## config.mk

```make
export PLATFORM = sky130hd
export DESIGN_NAME = keycode_history_display
export DESIGN_NICKNAME = d
export VERILOG_FILES = /design/src/rtl/keycode_history_display.sv
export SDC_FILE = /design/constraint.sdc
export NUM_CORES = 1
export LEC_CHECK = 0
export CAP_MARGIN = 25
export CELL_PAD_IN_SITES_DETAIL_PLACEMENT = 1
export CELL_PAD_IN_SITES_GLOBAL_PLACEMENT = 2
export CORE_UTILIZATION = 36
export DETAILED_ROUTE_END_ITERATION = 8
export PLACE_DENSITY_LB_ADDON = 0.2
export SETUP_SLACK_MARGIN = 0.1
export SKIP_LAST_GASP = 1
export SYNTH_ARGS = -nofsm -noshare
export SYNTH_HDL_FRONTEND = slang
export SYNTH_SLANG_ARGS = --single-unit
```

## constraint.sdc

```tcl
create_clock -name clk100Mhz -period 2.55 [get_ports clk100Mhz]
set_input_delay 0.765 -clock clk100Mhz [delete_from_list [all_inputs] [get_ports clk100Mhz]]
set_output_delay 0.765 -clock clk100Mhz [all_outputs]
set_load 0.005 [all_outputs]
```

## src/rtl/keycode_history_display.sv

```systemverilog
// keycode_history_display
//
// Captures PS/2 scan codes (single-cycle code_valid pulses), keeps a shift
// history of the last DIGITS/2 codes and drives a DIGITS-wide multiplexed
// common-anode 7-segment display. Break sequences (F0 plus the following
// code) can optionally be discarded.
//
// Ports:
//   clk100Mhz  - system clock, all state on the rising edge
//   reset      - asynchronous, active-high; clears all state
//   code_valid - one-cycle strobe; code is taken on every edge it is high
//   code[7:0]  - scan code byte, meaningful while code_valid is high
//   enable     - 0 blanks the display; history and scanning keep running
//   anodes     - active-low digit select, at most one bit low
//   segs[6:0]  - active-low segments {g,f,e,d,c,b,a}
//   decimalPt  - active-low decimal point
//   count[7:0] - accepted codes since reset, modulo 256
//
// Handshake: code_valid/code is a plain strobe with no back-pressure. Every
// rising edge that sees code_valid high is one event; the source must pulse.
module keycode_history_display #(
  parameter int DIGITS       = 4,
  parameter int SCAN_DIV     = 100000,
  parameter int FILTER_BREAK = 1
) (
  input  logic              clk100Mhz,
  input  logic              reset,
  input  logic              code_valid,
  input  logic [7:0]        code,
  input  logic              enable,
  output logic [DIGITS-1:0] anodes,
  output logic [6:0]        segs,
  output logic              decimalPt,
  output logic [7:0]        count
);

  localparam int HW     = 4 * DIGITS;
  localparam int NCODES = DIGITS / 2;
  localparam int FILL_W = $clog2(NCODES + 1);
  localparam int PRE_W  = $clog2(SCAN_DIV);
  localparam int IDX_W  = $clog2(DIGITS);

  typedef enum logic [0:0] {
    ST_IDLE  = 1'b0,
    ST_BREAK = 1'b1
  } state_t;

  state_t              state_q, state_d;
  logic [HW-1:0]       hist_q, hist_d;
  logic [7:0]          count_q, count_d;
  logic [FILL_W-1:0]   fill_q, fill_d;
  logic [PRE_W-1:0]    pre_q, pre_d;
  logic [IDX_W-1:0]    idx_q, idx_d;
  logic [DIGITS-1:0]   anodes_q, anodes_d;
  logic [6:0]          segs_q, segs_d;
  logic                dp_q, dp_d;

  logic                accept;
  logic                pre_tc;
  logic                lit;
  logic [3:0]          nibble;

  function automatic logic [6:0] hex7(input logic [3:0] n);
    logic [6:0] s;
    case (n)
      4'h0: s = 7'b1000000;
      4'h1: s = 7'b1111001;
      4'h2: s = 7'b0100100;
      4'h3: s = 7'b0110000;
      4'h4: s = 7'b0011001;
      4'h5: s = 7'b0010010;
      4'h6: s = 7'b0000010;
      4'h7: s = 7'b1111000;
      4'h8: s = 7'b0000000;
      4'h9: s = 7'b0010000;
      4'hA: s = 7'b0001000;
      4'hB: s = 7'b0000011;
      4'hC: s = 7'b1000110;
      4'hD: s = 7'b0100001;
      4'hE: s = 7'b0000110;
      default: s = 7'b0001110;
    endcase
    return s;
  endfunction

  always_comb begin
    // Break filter: F0 arms BREAK, the next strobe (whatever its value) is
    // swallowed and returns to IDLE.
    accept  = 1'b0;
    state_d = state_q;
    if (code_valid) begin
      case (state_q)
        ST_IDLE: begin
          if (FILTER_BREAK != 0 && code == 8'hF0) state_d = ST_BREAK;
          else                                    accept  = 1'b1;
        end
        ST_BREAK: state_d = ST_IDLE;
        default:  state_d = ST_IDLE;
      endcase
    end

    // Newest code lands on digits 1:0; the oldest falls off the top.
    hist_d  = accept ? ((hist_q << 8) | HW'(code)) : hist_q;
    count_d = accept ? count_q + 8'd1 : count_q;
    fill_d  = (accept && fill_q != FILL_W'(NCODES)) ? fill_q + FILL_W'(1) : fill_q;

    // Scan timing is free-running and independent of enable and accepts.
    pre_tc = (pre_q == PRE_W'(SCAN_DIV - 1));
    pre_d  = pre_tc ? '0 : pre_q + PRE_W'(1);
    idx_d  = idx_q;
    if (pre_tc) idx_d = (idx_q == IDX_W'(DIGITS - 1)) ? '0 : idx_q + IDX_W'(1);

    // Output registers sample the current digit, so pins lag by one cycle.
    nibble   = hist_q[{idx_q, 2'b00} +: 4];
    lit      = enable && ((int'(idx_q) / 2) < int'(fill_q));
    anodes_d = '1;
    segs_d   = 7'h7F;
    dp_d     = 1'b1;
    if (lit) begin
      anodes_d[idx_q] = 1'b0;
      segs_d          = hex7(nibble);
      // Point on the low digit of every code except the newest separates codes.
      dp_d            = !(idx_q[0] == 1'b0 && int'(idx_q) >= 2);
    end
  end

  always_ff @(posedge clk100Mhz or posedge reset) begin
    if (reset) begin
      state_q  <= ST_IDLE;
      hist_q   <= '0;
      count_q  <= '0;
      fill_q   <= '0;
      pre_q    <= '0;
      idx_q    <= '0;
      anodes_q <= '1;
      segs_q   <= 7'h7F;
      dp_q     <= 1'b1;
    end else begin
      state_q  <= state_d;
      hist_q   <= hist_d;
      count_q  <= count_d;
      fill_q   <= fill_d;
      pre_q    <= pre_d;
      idx_q    <= idx_d;
      anodes_q <= anodes_d;
      segs_q   <= segs_d;
      dp_q     <= dp_d;
    end
  end

  assign anodes    = anodes_q;
  assign segs      = segs_q;
  assign decimalPt = dp_q;
  assign count     = count_q;

endmodule

```

==> reports/results.ini, run 1 <==
[outcome]
status=finished, final reports clean

[clock_tree]
numCtsBuffers=9
cts_buffer_depth=2
tritoncts=yes
clkLatencyLatePin_ns=0.32
ctsHtreeMaxLevel=3
clk_pin_slew_ns=0.07
holdBufCountCts=0
postCtsSetupBuffers=0
cts-root-buf=clkbuf_8
ctsResizeCount=0
numClockSinks=57

[setup_path]
cp_slowest_stage_delay_ns=0.52
cp_slowest_cell=dfstp_2
crit_arrival_ns=1.33
cpLargestDelayFamily=flip-flops
cp_num_buf_inv=1
path_cells=clkdlybuf4s50_1
start_kind=flip-flop
cp.required_ns=1.79
critPathKind=reg -> out
critPathCaptureType=output port
critical_path.max_fanout=1

[floorplanning]
die_x_um=89.3
initial_core_util=0.375
io_pins=32
die_area_um2=7980
die_h_um=89.3
core_um2=7330
num_rows=31

[grt]
antenna_found_initial=0
grt_pass1_vias=2017
grt_util_all_layers=0.159
grt_pass1_wl_um=9610
grt_max_degree=58
grt-ovfl-total=0

[routing]
vias=1963
highest_layer=met4
drt-total-wl_um=5570
drt_iter0_drc=42
via_per_inst=4.90
wl_met2_um=2550
drc_errors=0
met3_length_um=162
wl_per_cell_um=13.9
met1_length_um=2780
ant_nets=0
drt_pass1_iterations=4

[final_layout]
drive_gt1_frac=0.139
mostFrequentLayoutCell=nand2_1
nets=322
final_cell_mix=61 x nand2_1, 46 x dfrtp_1, 31 x clkdlybuf4s50_1
n_antenna_cell=0
area_delta_synth_final_pct=23.3

[placed_design]
gp_congestion=0.727
numPortBuffers=31
dp_slack_ns=0.168
hpwl_um=3780

[synthesis]
syn_area_um2=2750
ys_types=45
yosys_register_bits=57
synth_edf_count=0
syn_inst=257
syn_nets=282
ys_seq_area_frac=0.524
synthArstFlopShare=1.00
syn_area_per_cell_um2=10.7
ys.warnings.count=0
synth_ff_type=dfrtp_1

[timing]
fmax_mhz=478
holdWs_ns=0.471
worst_slack_ns=0.459
period_needed_ns=2.09
slew_viol_final=0
slew_headroom=0.580
worstMarginPinSlew_ns=0.626
setup_viol=0
fin_tns_setup_ns=0
finalHoldViolations=0
skew_ns=0.00885
fin_crit_sh=0.820
rsz0062_at_grt=false

[power_and_ir_drop]
p_per_area_nw_per_um2=768
p_leak_nw=1.50
max-vdd-ir-drop_v=0.000455

[flow_run]
max-cap-violations=0

[worst_hold_path]
hold_path_class=reg -> reg

[cells in the mapped netlist, drive strengths merged, types with 2 or more instances]
master / number / area [µm²]
nand2b: 2 / 20.0
mux2: 2 / 26.3
nor2: 14 / 55.1
or4: 2 / 15.0
dfstp: 11 / 289
xor2: 8 / 70.1
a31oi: 2 / 12.5
buf: 7 / 56.3
mux4: 4 / 97.6
o211ai: 2 / 15.0
o31ai: 2 / 15.0
ha: 13 / 163
and4: 4 / 35.0
mux2i: 4 / 40.0
dfrtp: 46 / 1150
xnor2: 13 / 114
nand4: 7 / 43.8
nand2: 62 / 235
inv: 10 / 37.5
nor2b: 2 / 12.5
o21ai: 7 / 35.0
nor3: 8 / 40.0
nand3: 9 / 45.0
a21oi: 3 / 15.0
[power by group]
part | total [mW] | leakage (nW) | internal (mW) | switching, mW
clock network | 0.821 | 0.0953 | 0.474 | 0.346
registers | 1.20 | 0.697 | 1.08 | 0.126
logic | 0.578 | 0.707 | 0.334 | 0.244
[final cells by class]
type	count	area, µm²
Fill cell	803	3940
Tap cell	99	124
Inverter	10	37.5
Sequential cell	57	1440
Clock buffer	11	141
Clock inverter	5	55.1
Multi-Input combinational cell	182	1210
Timing Repair Buffer	37	380
[path summary, 6_finish.rpt]
path	start	to	slack, ns	depth (start not counted)
setup / recovery	segs[0]$_DFF_PP1_	segs[0]	0.46	1
hold / removal	hist_q[12]$_DFFE_PP0P_	hist_q[12]$_DFFE_PP0P_	0.47	2
setup reg to reg	idx_q[0]$_DFFE_PP0N_	segs[3]$_DFF_PP1_	0.54	7
hold reg to reg	hist_q[12]$_DFFE_PP0P_	hist_q[12]$_DFFE_PP0P_	0.47	2
max in group asynchronous	reset	anodes[2]$_DFF_PP1_	1.43	3
min in group asynchronous	reset	pre_q[4]$_DFF_PP0_	0.81	3
[sequential cells by signal (all words and copies together) (netlist names)]
signal,flops
state_q,1
idx_q,2
count,8
pre_q,17
hist_q,16
segs,7
fill_q,2
anodes,4
[metal layers]
layer  track usage  vias up
li1              -      955
met1         0.216      964
met2         0.242       37
met3        0.0360        7
met4        0.0693        0
met5             0        -
[cells by family (layout without fill, tap and decap cells)]
group	Yosys count	after routing	share of synthesized area
buffers and inverters	18	63	0.0355
flip-flops	57	57	0.524
XOR/XNOR	21	21	0.0670
AND/OR/NAND/NOR	115	115	0.197
multiplexers	10	10	0.0597
AO/OA/AOI/OAI	23	23	0.0574
adder cells (fa/ha/maj)	13	13	0.0592
[stage by stage]
stage	cell area (µm²)	instances	util	power, mW
after floorplan	2750	257	-	1.49
after global placement	3190	385	0.435	1.79
after detailed placement	3190	385	0.435	1.80
after CTS	3390	401	0.462	2.66
after global routing	3390	401	0.462	2.77
final	3390	401	0.462	2.60
Power figures use the tool's default switching activity.
==> inputs of run 2 (changes only) <==
- CORE_UTILIZATION: 36 -> 33
- clock period: 2.55 -> 1.85 ns (I/O delays scaled with it)
==> reports/results.ini, run 2 (synthesis gave the netlist of run 1 again) <==
[final_layout]
final_util=0.474  ; was 0.462
nets=359  ; was 322
fillCellCount=876  ; was 803
final_cell_mix=61 x nand2_1, 43 x dfrtp_1, 39 x buf_4, 20 x dlygate4sd2_1  ; was 61 x nand2_1, 46 x dfrtp_1, 31 x clkdlybuf4s50_1
largest_reg_flops=17  ; unchanged
mostFrequentLayoutCell=nand2_1  ; unchanged
area_delta_synth_final_pct=36.2  ; was 23.3%
top_register=pre_q  ; unchanged
n_antenna_cell=0  ; unchanged
drive_gt1_frac=0.277  ; was 0.139

[grt]
grt_pass1_vias=2228  ; was 2017
grt_pass1_wl_um=10600  ; was 9610 µm
antenna_found_initial=0  ; unchanged
grt-ovfl-total=0  ; unchanged
grt_max_degree=28  ; was 58
grt_util_all_layers=0.158  ; was 0.159

[timing]
rsz0062_at_grt=true  ; was false
fin_crit_sh=0.989
holdWs_ns=0.471  ; about the same
skew_ns=0.00575  ; was 0.00885 ns
period_needed_ns=1.83
fmax_mhz=547
slew_headroom=0.775  ; was 0.580
slew_viol_final=0  ; unchanged
setup_viol=0  ; unchanged
worstMarginPinSlew_ns=0.334  ; was 0.626 ns
finalHoldViolations=0  ; unchanged

[setup_path]
critical_path.max_fanout=4  ; was 1
crit_arrival_ns=2.08  ; was 1.33 ns
critPathKind=reg -> reg  ; was reg -> out
start_kind=flip-flop  ; unchanged
cp.required_ns=2.10  ; was 1.79 ns
critPathCaptureType=flip-flop  ; was output port

[routing]
vias=2078  ; was 1963
via_per_inst=4.71  ; was 4.90
drt_iter0_drc=42  ; unchanged
drt-total-wl_um=6040  ; was 5570 µm
wl_per_cell_um=13.7  ; was 13.9 µm
drc_errors=0  ; unchanged
ant_nets=0  ; unchanged
drt_pass1_iterations=4  ; unchanged

[clock_tree]
numClockSinks=57  ; unchanged
ctsHtreeMaxLevel=3  ; unchanged
cts_buffer_depth=2  ; unchanged
clkLatencyLatePin_ns=0.34  ; was 0.32 ns
holdBufCountCts=0  ; unchanged
clk_pin_slew_ns=0.07  ; about the same
numCtsBuffers=9  ; unchanged
tritoncts=yes  ; unchanged
cts-root-buf=clkbuf_8  ; unchanged

[floorplanning]
die_area_um2=8690  ; was 7980 µm²
num_rows=32  ; was 31
die_h_um=93.2  ; was 89.3 µm
initial_core_util=0.348  ; was 0.375
core_um2=7890  ; was 7330 µm²
io_pins=32  ; unchanged
die_x_um=93.2  ; was 89.3 µm

[outcome]
status=finished, final reports clean  ; unchanged

[worst_hold_path]
hold_path_class=reg -> reg  ; unchanged

[flow_run]
max-cap-violations=0  ; unchanged

[placed_design]
hpwl_um=4240  ; was 3780 µm
numPortBuffers=31  ; unchanged
gp_congestion=0.763  ; was 0.727

[power_and_ir_drop]
p_leak_nw=1.68  ; was 1.50 nW
max-vdd-ir-drop_v=0.000473  ; was 0.000455 V
p_per_area_nw_per_um2=1030  ; was 768 nW/µm²

-- run 2: path summary, 6_finish.rpt --
| kind | cells past startpoint | end | slack (ns) | from |
|---|---|---|---|---|
| max | 6 | segs[3]$_DFF_PP1_ | 0.02 | idx_q[0]$_DFFE_PP0N_ |
| min | 2 | hist_q[15]$_DFFE_PP0P_ | 0.47 | hist_q[15]$_DFFE_PP0P_ |
| max reg2reg | 6 | segs[3]$_DFF_PP1_ | 0.02 | idx_q[0]$_DFFE_PP0N_ |
| min reg2reg | 2 | hist_q[15]$_DFFE_PP0P_ | 0.47 | hist_q[15]$_DFFE_PP0P_ |
| max in group asynchronous | 3 | segs[1]$_DFF_PP1_ | 0.84 | reset |
| min in group asynchronous | 2 | count[4]$_DFFE_PP0P_ | 0.51 | reset |
-- run 2: critical path: stages (launching register included) --
cell and delay [ns]:
dfrtp_2 0.42, mux4_2 0.59, inv_2 0.12, ha_4 0.20, mux2i_1 0.15, nor3_1 0.07, a31oi_1 0.19
-- run 2: area by class of cell --
cell class,instances,area (µm²),share of cell area
well taps,102,128,0.0341
flip-flops and latches,57,1440,0.386
clock inverters,6,82.6,0.0221
inverters,10,43.8,0.0117
multi-input cells,182,1260,0.338
repair buffers,74,649,0.174
clock buffers,10,128,0.0341
-- run 2: report_power, final --
| group | leakage [nW] | switching (mW) | internal, mW | total [mW] |
|---|---|---|---|---|
| clock network | 0.106 | 0.507 | 0.751 | 1.26 |
| registers | 0.693 | 0.123 | 1.49 | 1.61 |
| logic | 0.882 | 0.443 | 0.529 | 0.972 |
-- run 2: layer usage --
metal,share of wire,vias to the layer above,routed length (µm),GRT usage
li1,-,1029,-,-
met1,0.47,994,2870,0.214
met2,0.46,44,2800,0.243
met3,0.038,11,229,0.0301
met4,0.025,0,150,0.0782
met5,0,-,0,0
-- run 2: stage by stage --
step	std cells	setup TNS (ns)	area [µm²]	power (mW)	setup WS [ns]
final	441	0	3740	3.84	0.0206
after global routing	441	-0.125	3740	4.09	-0.0736
after CTS	437	-0.0471	3650	3.85	-0.0471
after detailed placement	414	-5.12	3400	2.55	-0.263
after global placement	414	-4.54	3400	2.53	-0.220
after floorplan	257	0	2750	2.05	0.0599
-- run 2: repair_timing --
item / 4_1_cts / 5_1_grt
endpoints found under the setup margin: 26 / 33
buffers inserted: 7 / 4
pin swaps: 0 / 4
endpoints found under the hold margin: 0 / 0
resized for setup: 26 / 9
==> inputs of run 3 (changes only) <==
- ABC_CLOCK_PERIOD_IN_PS: not set -> 1850
==> results of run 3 <==
Final layout, timing and power as in run 2 (identical DEF).
